### src/rtl/rr_sched_pkg.sv
// Shared definitions for round-robin schedulers: FSM state encoding and the
// rotate-priority search used by every arbiter in this family.
package rr_sched_pkg;

    localparam int MAX_F  = 32;
    localparam int MAX_AW = 5;

    typedef enum logic [1:0] {
        IDLE = 2'd0,
        LOAD = 2'd1,
        GAP  = 2'd2
    } sched_state_t;

    typedef struct packed {
        logic              found;
        logic [MAX_AW-1:0] idx;
    } pick_t;

    // Search req from last+1 upward, wrapping at nf (not at a power of two).
    function automatic pick_t next_rr_index(input logic [MAX_F-1:0] req,
                                            input int unsigned      last,
                                            input int unsigned      nf);
        pick_t       res;
        int unsigned j;
        res.found = 1'b0;
        res.idx   = {MAX_AW{1'b0}};
        for (int unsigned k = 1; k <= MAX_F; k++) begin
            if (k <= nf) begin
                j = (last + k) % nf;
                if (!res.found && req[j[MAX_AW-1:0]]) begin
                    res.found = 1'b1;
                    res.idx   = j[MAX_AW-1:0];
                end else begin
                    res.found = res.found;
                end
            end else begin
                j = 32'd0;
            end
        end
        return res;
    endfunction

endpackage

### src/rtl/rr_load_sched_if.sv
// Request/grant bundle between the field registers, the scheduler and the
// shared one-hot load decoder.
interface rr_load_sched_if #(
    parameter int F_WID = 6,
    parameter int A_WID = $clog2(F_WID)
);
    logic             en;
    logic [F_WID-1:0] req;
    logic [A_WID-1:0] addr;
    logic             load;
    logic [F_WID-1:0] gnt;
    logic             done;
    logic             busy;

    modport master (
        input  en,
        input  req,
        output addr,
        output load,
        output gnt,
        output done,
        output busy
    );

    modport slave (
        output en,
        output req,
        input  addr,
        input  load,
        input  gnt,
        input  done,
        input  busy
    );
endinterface

### src/rtl/rr_load_sched_pick.sv
// Combinational rotate-priority picker: first set req bit after last wins.
module rr_pick
    import rr_sched_pkg::*;
#(
    parameter int F_WID = 6,
    parameter int A_WID = $clog2(F_WID)
) (
    input  logic [F_WID-1:0] req,
    input  logic [A_WID-1:0] last,
    output logic [A_WID-1:0] idx,
    output logic             found
);

    pick_t pick_s;

    // Evaluate the shared search on the zero-extended request vector.
    always_comb begin
        pick_s = next_rr_index(MAX_F'(req), 32'(last), 32'(F_WID));
        idx    = A_WID'(pick_s);
        found  = pick_s.found;
    end

endmodule

### src/rtl/rr_load_sched.sv
// Round-robin owner of the shared addr/load pair feeding the one-hot load
// decoder: one grant at a time, HOLD_CYC load cycles, then a one-cycle gap.
module rr_load_sched
    import rr_sched_pkg::*;
#(
    parameter int F_WID    = 6,
    parameter int A_WID    = $clog2(F_WID),
    parameter int HOLD_CYC = 1
) (
    input  logic           clk,
    input  logic           rst_n,
    rr_load_sched_if.master bus
);

    localparam int CW = (HOLD_CYC > 1) ? $clog2(HOLD_CYC) : 1;
    localparam logic [F_WID-1:0] ONE_HOT0 = {{(F_WID-1){1'b0}}, 1'b1};
    localparam logic [A_WID-1:0] LAST_RST = A_WID'(F_WID - 1);
    localparam logic [CW-1:0]    HOLD_END = CW'(HOLD_CYC - 1);

    sched_state_t     state_r;
    logic [A_WID-1:0] addr_r;
    logic             load_r;
    logic [F_WID-1:0] gnt_r;
    logic             done_r;
    logic             busy_r;
    logic [CW-1:0]    hold_cnt_r;
    logic [A_WID-1:0] last_r;
    logic [A_WID-1:0] pick_idx_s;
    logic             pick_found_s;

    rr_pick #(
        .F_WID (F_WID),
        .A_WID (A_WID)
    ) u_pick (
        .req   (bus.req),
        .last  (last_r),
        .idx   (pick_idx_s),
        .found (pick_found_s)
    );

    // Scheduler FSM with hold counter, round-robin pointer and output registers.
    always_ff @(posedge clk or negedge rst_n) begin
        if (!rst_n) begin
            state_r    <= IDLE;
            addr_r     <= {A_WID{1'b0}};
            load_r     <= 1'b0;
            gnt_r      <= {F_WID{1'b0}};
            done_r     <= 1'b0;
            busy_r     <= 1'b0;
            hold_cnt_r <= {CW{1'b0}};
            last_r     <= LAST_RST;
        end else begin
            case (state_r)
                IDLE: begin
                    done_r <= 1'b0;
                    if (bus.en && pick_found_s) begin
                        state_r    <= LOAD;
                        addr_r     <= pick_idx_s;
                        gnt_r      <= ONE_HOT0 << pick_idx_s;
                        load_r     <= 1'b1;
                        busy_r     <= 1'b1;
                        last_r     <= pick_idx_s;
                        hold_cnt_r <= {CW{1'b0}};
                    end else begin
                        load_r <= 1'b0;
                        gnt_r  <= {F_WID{1'b0}};
                        busy_r <= 1'b0;
                    end
                end
                LOAD: begin
                    // req and en are deliberately ignored: a started grant always completes.
                    if (hold_cnt_r == HOLD_END) begin
                        state_r    <= GAP;
                        load_r     <= 1'b0;
                        gnt_r      <= {F_WID{1'b0}};
                        done_r     <= 1'b1;
                        hold_cnt_r <= {CW{1'b0}};
                    end else begin
                        hold_cnt_r <= hold_cnt_r + CW'(1);
                    end
                end
                GAP: begin
                    state_r <= IDLE;
                    done_r  <= 1'b0;
                    busy_r  <= 1'b0;
                end
                default: begin
                    state_r    <= IDLE;
                    load_r     <= 1'b0;
                    gnt_r      <= {F_WID{1'b0}};
                    done_r     <= 1'b0;
                    busy_r     <= 1'b0;
                    hold_cnt_r <= {CW{1'b0}};
                end
            endcase
        end
    end

    assign bus.addr = addr_r;
    assign bus.load = load_r;
    assign bus.gnt  = gnt_r;
    assign bus.done = done_r;
    assign bus.busy = busy_r;

endmodule

### src/flat_wrapper.sv
// flat-port wrapper written by rule: the top's interface ports become plain ports
module rr_load_sched_flat import rr_sched_pkg::*;
#(
    parameter int F_WID    = 6,
    parameter int A_WID    = $clog2(F_WID),
    parameter int HOLD_CYC = 1
)
  (clk, rst_n, bus_en, bus_req, bus_addr, bus_load, bus_gnt, bus_done, bus_busy);
  rr_load_sched_if #(.F_WID(F_WID), .A_WID(A_WID)) bus_i ();
  input  logic clk;
  input  logic rst_n;
  input wire logic [$bits(bus_i.en)-1:0] bus_en;
  input wire logic [$bits(bus_i.req)-1:0] bus_req;
  output wire logic [$bits(bus_i.addr)-1:0] bus_addr;
  output wire logic [$bits(bus_i.load)-1:0] bus_load;
  output wire logic [$bits(bus_i.gnt)-1:0] bus_gnt;
  output wire logic [$bits(bus_i.done)-1:0] bus_done;
  output wire logic [$bits(bus_i.busy)-1:0] bus_busy;
  assign bus_i.en = bus_en;
  assign bus_i.req = bus_req;
  assign bus_addr = bus_i.addr;
  assign bus_load = bus_i.load;
  assign bus_gnt = bus_i.gnt;
  assign bus_done = bus_i.done;
  assign bus_busy = bus_i.busy;
  rr_load_sched #(.F_WID(F_WID), .A_WID(A_WID), .HOLD_CYC(HOLD_CYC)) u_core (.clk(clk), .rst_n(rst_n), .bus(bus_i));
endmodule
### config.mk
export PLATFORM = sky130hd
export DESIGN_NAME = rr_load_sched_flat
export DESIGN_NICKNAME = d
export VERILOG_FILES = /design/src/rtl/rr_sched_pkg.sv /design/src/rtl/rr_load_sched_if.sv /design/src/rtl/rr_load_sched_pick.sv /design/src/rtl/rr_load_sched.sv /design/src/flat_wrapper.sv
export SDC_FILE = /design/constraint.sdc
export NUM_CORES = 1
export LEC_CHECK = 0
export BUFFER_PORTS_ARGS = -buffer_cell sky130_fd_sc_hd__buf_2
export CORE_MARGIN = 3
export CORE_UTILIZATION = 40
export DETAILED_ROUTE_END_ITERATION = 8
export GPL_TIMING_DRIVEN = 0
export PLACE_DENSITY = 0.67
export SYNTH_ARGS = -nofsm -noshare
export SYNTH_HDL_FRONTEND = slang
export SYNTH_SLANG_ARGS = --single-unit
### constraint.sdc
create_clock -name clk -period 5.3 [get_ports clk]
set_input_delay 0.53 -clock clk [delete_from_list [all_inputs] [get_ports clk]]
set_output_delay 0.53 -clock clk [all_outputs]
set_load 0.05 [all_outputs]
==> results of run 1 <==
==> path summary, 6_finish.rpt <==
path	to	slack, ns	depth (start not counted)
setup / recovery	u_core.bus.gnt[0]$_DFFE_PN0P_	0.97	15
hold / removal	u_core.bus.done$_DFF_PN0_	0.18	1
max in group asynchronous	u_core.last_r[2]$_DFFE_PN1P_	4.81	1
min in group clk	u_core.bus.busy$_DFFE_PN0N_	0.47	1
hold reg to reg	u_core.bus.busy$_DFFE_PN0N_	0.47	1
setup reg to reg	u_core.bus.gnt[0]$_DFFE_PN0P_	0.97	15
==> per-stage QoR <==
stage                      util  instance area [um2]
after floorplan               -                 2150
after global placement    0.454                 2330
after detailed placement  0.454                 2330
after CTS                 0.465                 2390
after global routing      0.465                 2390
final                     0.465                 2390
==> state kept, by name, summed over array words and instances (netlist names) <==
| name | count |
|---|---|
| u_core.bus.addr | 3 |
| u_core.state_r | 2 |
| u_core.bus.done | 1 |
| u_core.last_r | 2 |
| u_core.bus.gnt | 6 |
| u_core.bus.busy | 1 |
| u_core.bus.load | 1 |
==> worst max-delay path, stage by stage, from the launching register on <==
cell      delay [ns]
dfrtp_1         0.57
clkbuf_8        0.25
inv_1           0.14
ha_1            0.33
a21oi_1         0.42
inv_2           0.13
ha_1            0.34
nand2b_1        0.16
or3_1           0.35
and4_1          0.17
a211o_1         0.28
o22a_1          0.24
and4bb_4        0.24
a31oi_4         0.21
o21ai_2         0.12
o31ai_1         0.26
==> per-layer routing <==
layer  GRT usage  wire length [um]  up-vias
met5           0                 0        -
met4      0.0258                16        0
met3      0.0215               160        2
met2       0.278              2350       27
met1       0.223              2300      865
li1            -                 -      955
==> cells in the mapped netlist, drive strengths merged, types with 3 or more instances <==
| cell | count | area (um2) |
|---|---|---|
| a211oi | 4 | 47.5 |
| a21oi | 15 | 82.6 |
| a31oi | 4 | 40.0 |
| and2 | 4 | 32.5 |
| buf | 9 | 75.1 |
| dfrtp | 14 | 350 |
| ha | 18 | 225 |
| inv | 12 | 45.0 |
| mux2 | 4 | 52.6 |
| mux2i | 6 | 60.1 |
| nand2 | 22 | 82.6 |
| nand2b | 4 | 25.0 |
| nor2 | 19 | 81.3 |
| nor2b | 6 | 37.5 |
| nor3 | 7 | 35.0 |
| o211ai | 5 | 51.3 |
| o21a | 4 | 31.3 |
| o21ai | 17 | 104 |
| o31ai | 5 | 51.3 |
| or2 | 3 | 21.3 |
| or3 | 5 | 31.3 |
| xnor2 | 4 | 42.6 |
==> area by class of cell <==
| class | instances | area [um2] | area share |
|---|---|---|---|
| Buffer | 11 | 92.6 | 0.0388 |
| Clock buffer | 4 | 55.1 | 0.0230 |
| Inverter | 12 | 45.0 | 0.0189 |
| Multi-Input combinational cell | 203 | 1610 | 0.672 |
| Sequential cell | 16 | 403 | 0.169 |
| Tap cell | 70 | 87.6 | 0.0367 |
| Timing Repair Buffer | 20 | 100 | 0.0419 |
==> cell families (layout without fill, tap and decap cells) <==
kind of cell,after synthesis,count (layout),synth area share
flops,16,16,0.188
compound gates,80,80,0.308
buf+inv,23,47,0.0641
xor+xnor,6,6,0.0367
simple gates,88,88,0.235
mux,11,11,0.0630
fa+ha+maj,18,18,0.105
==> impl_results.md, run 1 <==
* Die height at 79.2 um
* Total core area at 5140 um2
* Die W at 79.2 um
* Fin crit period at 4.33 ns
* Initial drt markers at 68
* GRT overflow at 0
* Most frequent cells in the layout: 23 x buf_2, 22 x nand2_1, 18 x ha_1, 17 x nor2_1, 14 x dfrtp_1
* Slew @ Worst Pin at 0.632 ns
* Avg Synthesized Cell Area at 8.87 um2
* GPL Wtd Cong at 0.864
* # H-tree levels at 1
* Post-synthesis net count at 269
* Type of the most critical hold path: input port to asynchronous set/reset pin
* I/O pin count at 21
* Initial antenna violation count at 0
* Initial DRT Pass Iterations at 4
* Mapped cell area at 2150 um2
* Via count at 1849
* Placement Setup Slack at 0.976 ns
* Cells after Synth at 242
* Final worst slack at 0.966 ns
* Hold slack at 0.184 ns
* DR vias/cell at 5.50
* Main flop type after synthesis: dfrtp_1
* Routed WL at 4.82 mm
* Setup Viol. Count Final at 0
* Post-route DRC violation count at 0
* Cts hold-fix bufs at 0
* RSZ-0062 raised after global routing: false
* PostCTS Resize Cnt at 0
* Final worst path period share at 0.818
* CP max FO at 10
* Seq/Total Area, Yosys at 0.188
* CTS Sinks at 16
* Asr flop ratio synth at 1.00
* Final net count at 294
* # port buffers at 20
* Post-synth EDFFs at 0
* Die Footprint at 6280 um2
* Run status: finished clean
* Final ANT Viol Nets at 0
* Slew headroom at 0.575
* F_max at 231 MHz
* Fill count at 544
* Area growth, synth to finish at 11.3%
* Non-filler cells in the finished layout at 336
* Cell chosen for the clock root: clkbuf_8
* Num CTS Buffers at 3
* Most common cell after layout, fill and taps aside: buf_2
* Final hold vios at 0
* Vias in the first global route at 1770
* Max_cap viols at 0
* FF+latch count, synth at 16
* Largest net degree at the start of global routing at 17
* # Post-CTS Setup Buffers at 0
* Skew-Pair Late Insertion Delay at 0.25 ns
* Max Root-Sink Buffers at 2
* Global-route wire length before repair at 8.43 mm
* Critical Path Source Type: flop
* Diodes inserted at 0
* Yosys warns at 0
* Slew Viols, Final at 0
* Layout cells sized above 1 at 0.278
* Hpwl dp at 3.88 mm
* Distinct cells, synth at 82
* WL/cell at 14.4 um
* Worst r2r src: u_core.bus.addr[1]$_DFFE_PN0P_
* Crit Path Category: flop to flop
* Crit path from: u_core.bus.addr[1]$_DFFE_PN0P_
* Placed Cells at 332
* Site Rows at 26
* Setup TNS at 0 ns
* Initial Util at 0.417
* Critical Path AT at 4.48 ns
* Crit path capture type: flop
* GRT Total Usage at 0.163
* CP required at 5.45 ns
* Reg clk slew, reported paths at 0.06 ns
* Max Clock Skew at 0.00112 ns
* CTS tree: done
Power of run 1 is left out: the tool's default activity adds up to more than one toggle a clock period on the data nets, which glitch-free logic cannot reach.
==> run 2, diff against run 1 <==
--- a/config.mk
+++ b/config.mk
@@ -5,12 +5,13 @@
 export SDC_FILE = /design/constraint.sdc
 export NUM_CORES = 1
 export LEC_CHECK = 0
+export ABC_AREA = 1
 export BUFFER_PORTS_ARGS = -buffer_cell sky130_fd_sc_hd__buf_2
 export CORE_MARGIN = 3
 export CORE_UTILIZATION = 40
 export DETAILED_ROUTE_END_ITERATION = 8
 export GPL_TIMING_DRIVEN = 0
-export PLACE_DENSITY = 0.67
+export PLACE_DENSITY = 0.69
 export SYNTH_ARGS = -nofsm -noshare
 export SYNTH_HDL_FRONTEND = slang
 export SYNTH_SLANG_ARGS = --single-unit
==> constraint.sdc (replaced) <==
create_clock -name clk -period 3.8 [get_ports clk]
set_input_delay 0.38 -clock clk [delete_from_list [all_inputs] [get_ports clk]]
set_output_delay 0.38 -clock clk [all_outputs]
set_load 0.05 [all_outputs]
==> run 2 against run 1 <==
Routed wire length down 9.9%; sequential share of layout area is 1.3 points higher; via count is 1.9% higher; largest cell class unchanged; final cell count up 18%.
==> impl_results.md, run 2 <==
* Placed Cells at 393 (+18%)
* Final hold vios at 0 (unchanged)
* Reg2reg end: u_core.bus.gnt[4]$_DFFE_PN0P_
* Largest net degree at the start of global routing at 17 (unchanged)
* Hpwl dp at 3.67 mm (-5.5%)
* Skew-Pair Late Insertion Delay at 0.25 ns (about the same)
* Critical Path Source Type: flop
* Grt peak-use layer: met2
* DR vias/cell at 4.75 (-14%)
* Met1 usage at 0.210 (-0.0122)
* Via count at 1884 (+1.9%)
* GRT overflow at 0 (unchanged)
* PostCTS Resize Cnt at 0 (unchanged)
* Vias in the first global route at 1764 (-0.34%)
* Fill count at 517 (-5.0%)
* Area growth, synth to finish at 12.0%
* Reg2Reg Depth at 23 (+8)
* Leading area contributor after synthesis: nand2_1
* Worst r2r src: u_core.bus.addr[1]$_DFFE_PN0P_
* Initial Util at 0.433 (+0.0156)
* Die W at 76.3 um (-3.7%)
* CTS tree: done
* Mapped cell area at 1980 um2 (-7.9%)
* Final worst path period share at 0.907 (+0.0890)
* Type of the most critical hold path: input port to asynchronous set/reset pin
* Buf/Inv on CP at 3 (unchanged)
* GPL Wtd Cong at 0.852 (-1.3%)
* GRT Total Usage at 0.155 (-0.00749)
* Main flop type after synthesis: dfrtp_1
* Max reg flops at 6 (unchanged)
* Die Footprint at 5820 um2 (-7.3%)
* Critical Path AT at 3.59 ns (-0.89 ns)
* Synth top cells by count: 96 x nand2_1, 45 x inv_1, 29 x nand3_1
* Max incr delay on CP at 0.58 ns (about the same)
* Yosys warns at 0 (unchanged)
* Slew @ Worst Pin at 0.528 ns (-0.104 ns)
* CP max FO at 9 (-1)
* Non-filler cells in the finished layout at 397 (+18%)
* # port buffers at 20 (unchanged)
* # H-tree levels at 1 (unchanged)
* R2R setup slack at 0.35 ns (-0.61 ns)
* Final ANT Viol Nets at 0 (unchanged)
* Asr flop ratio synth at 1.00 (unchanged)
* Layout cells sized above 1 at 0.220 (-0.0583)
* Post-route DRC violation count at 0 (unchanged)
* Most frequent cells in the layout: 96 x nand2_1, 45 x inv_1, 29 x nand3_1, 20 x nor2_1, 20 x buf_2
* I/O pin count at 21 (unchanged)
* Max Clock Skew at 0.00359 ns (+0.00247 ns)
* Top post-synthesis cells by area: nand2_1 18%, dfrtp_1 18%, ha_1 11%
* WL/cell at 10.9 um (-24%)
* Routed WL at 4.35 mm (-9.9%)
* Initial DRT Pass Iterations at 4 (unchanged)
* Post-synth EDFFs at 0 (unchanged)
* Cts hold-fix bufs at 0 (unchanged)
* # Post-CTS Setup Buffers at 0 (unchanged)
* Run status: finished clean
* Cells after Synth at 308 (+27%)
* Slowest CP cell: dfrtp_1
* Worst path cell trace: inv_1 -> ha_1 -> nand2_1 -> nand2_1 -> ha_1 -> inv_1 -> nand3_1 -> nand2_1 -> nand2_2 -> nor2_4 -> nand2_1 -> nand2_1 -> nand3_2 -> nand2_2 -> nand2_4 -> nand3_1 -> nor2_1 -> nor2_2 -> nand3_1 -> nand2_2 -> inv_1 -> nand2_1 -> nand2_1
* Max_cap viols at 0 (unchanged)
* Setup Viol. Count Final at 0 (unchanged)
* Most common cell after layout, fill and taps aside: nand2_1
* Crit path capture type: flop
* FF+latch count, synth at 16 (unchanged)
* Site Rows at 24 (-7.7%)
* WP depth at 23 (+8)
* Met2 usage at 0.264 (-0.0133)
* CP delay by family, top: simple AND/OR/NAND/NOR gates
* Synth top area share at 0.182 (+0.0190)
* Avg Synthesized Cell Area at 6.42 um2 (-28%)
* Grt met3 use at 0.0189 (-0.00263)
* Fin crit period at 3.45 ns (-0.888 ns)
* Setup TNS at 0 ns (unchanged)
* Count leader, synth: nand2_1
* Slew headroom at 0.644 (+0.0690)
* Distinct cells, synth at 28 (-66%)
* Num CTS Buffers at 3 (unchanged)
* Reg clk slew, reported paths at 0.06 ns (about the same)
* Max Root-Sink Buffers at 2 (unchanged)
* Die height at 76.3 um (-3.7%)
* Initial antenna violation count at 0 (unchanged)
* RSZ-0062 raised after global routing: false
* Diodes inserted at 0 (unchanged)
* Initial drt markers at 58 (-15%)
* Seq/Total Area, Yosys at 0.204 (+0.0160)
* Post-synthesis net count at 335 (+25%)
* Global-route wire length before repair at 7.60 mm (-9.9%)
* Crit Path Category: flop to flop
* CTS Sinks at 16 (unchanged)
* F_max at 290 MHz (+26%)
* Cell chosen for the clock root: clkbuf_8
* CP required at 3.94 ns (-1.51 ns)
* Final net count at 360 (+22%)
* CP most frequent cell: nand2_1
* Total core area at 4560 um2 (-11%)
* Slew Viols, Final at 0 (unchanged)
[run 2: cell types whose count changed in the layout (fill, tap and decap cells not counted), moves of 5 or more]
| cell | before | now |
|---|---|---|
| nand2_1 | 22 | 96 |
| inv_1 | 8 | 45 |
| nand3_1 | 2 | 29 |
| nand2_2 | 0 | 15 |
| a21oi_1 | 13 | 3 |
| nand4_1 | 2 | 10 |
| mux2i_1 | 6 | 0 |
| nand3_2 | 0 | 6 |
| nor2b_1 | 6 | 0 |
| nor3_1 | 7 | 2 |
| or3_1 | 5 | 0 |
[run 2: worst max-delay path by stage]
stage,from,slack [ns],endpoint
after floorplan,u_core.last_r[0]$_DFFE_PN1P_,0.89,u_core.bus.gnt[4]$_DFFE_PN0P_
after global placement,u_core.bus.addr[1]$_DFFE_PN0P_,0.41,u_core.bus.gnt[0]$_DFFE_PN0P_
after detailed placement,u_core.bus.addr[1]$_DFFE_PN0P_,0.36,u_core.bus.gnt[0]$_DFFE_PN0P_
after CTS,u_core.bus.addr[1]$_DFFE_PN0P_,0.34,u_core.bus.gnt[0]$_DFFE_PN0P_
after global routing,u_core.bus.addr[1]$_DFFE_PN0P_,0.03,u_core.bus.gnt[0]$_DFFE_PN0P_
final,u_core.bus.addr[1]$_DFFE_PN0P_,0.35,u_core.bus.gnt[4]$_DFFE_PN0P_
[run 2: final cells by class]
type                    instances  area, um2  share of cell area
clock buffers                   4       55.1              0.0249
well taps                      65       81.3              0.0367
plain buffers                   4       30.0              0.0136
flip-flops and latches         16        403               0.182
multi-input cells             238       1350               0.611
repair buffers                 20        100              0.0452
inverters                      50        193              0.0871
[run 2: per-layer routing]
layer  part of all wire  vias to the layer above
met2               0.46                       24
met5                  0                        -
met3              0.024                        4
li1                   -                     1027
met4             0.0071                        0
met1               0.51                      829
[run 2: kinds of logic after synthesis]
| logic type | after synthesis | share of synthesized area |
|---|---|---|
| buffers and inverters | 54 | 0.113 |
| AND/OR/NAND/NOR | 192 | 0.485 |
| flip-flops | 16 | 0.204 |
| AO/OA/AOI/OAI | 26 | 0.0760 |
| adder cells (fa/ha/maj) | 18 | 0.114 |
| XOR/XNOR | 2 | 0.00886 |
[run 2: metrics by stage]
stage                      util  hold slack (ns)  setup WS [ns]  cell area, um2
final                     0.485           0.0236          0.354            2210
after global routing      0.485           0.0492         0.0346            2210
after CTS                 0.485           0.0347          0.338            2210
after detailed placement  0.473            0.301          0.360            2160
after global placement    0.473            0.302          0.412            2160
after floorplan               -           0.0844          0.888            1980
[run 2: worst register-to-register path, cell delays in order (launching register included)]
cell and delay [ns]:
dfrtp_1 0.58, inv_1 0.29, ha_1 0.38, nand2_1 0.10, nand2_1 0.10, ha_1 0.30
inv_1 0.05, nand3_1 0.07, nand2_1 0.11, nand2_2 0.10, nor2_4 0.12, nand2_1 0.07
nand2_1 0.11, nand3_2 0.09, nand2_2 0.14, nand2_4 0.07, nand3_1 0.10, nor2_1 0.06
nor2_2 0.14, nand3_1 0.13, nand2_2 0.10, inv_1 0.04, nand2_1 0.05, nand2_1 0.04
Power of run 2 is left out for the same reason.
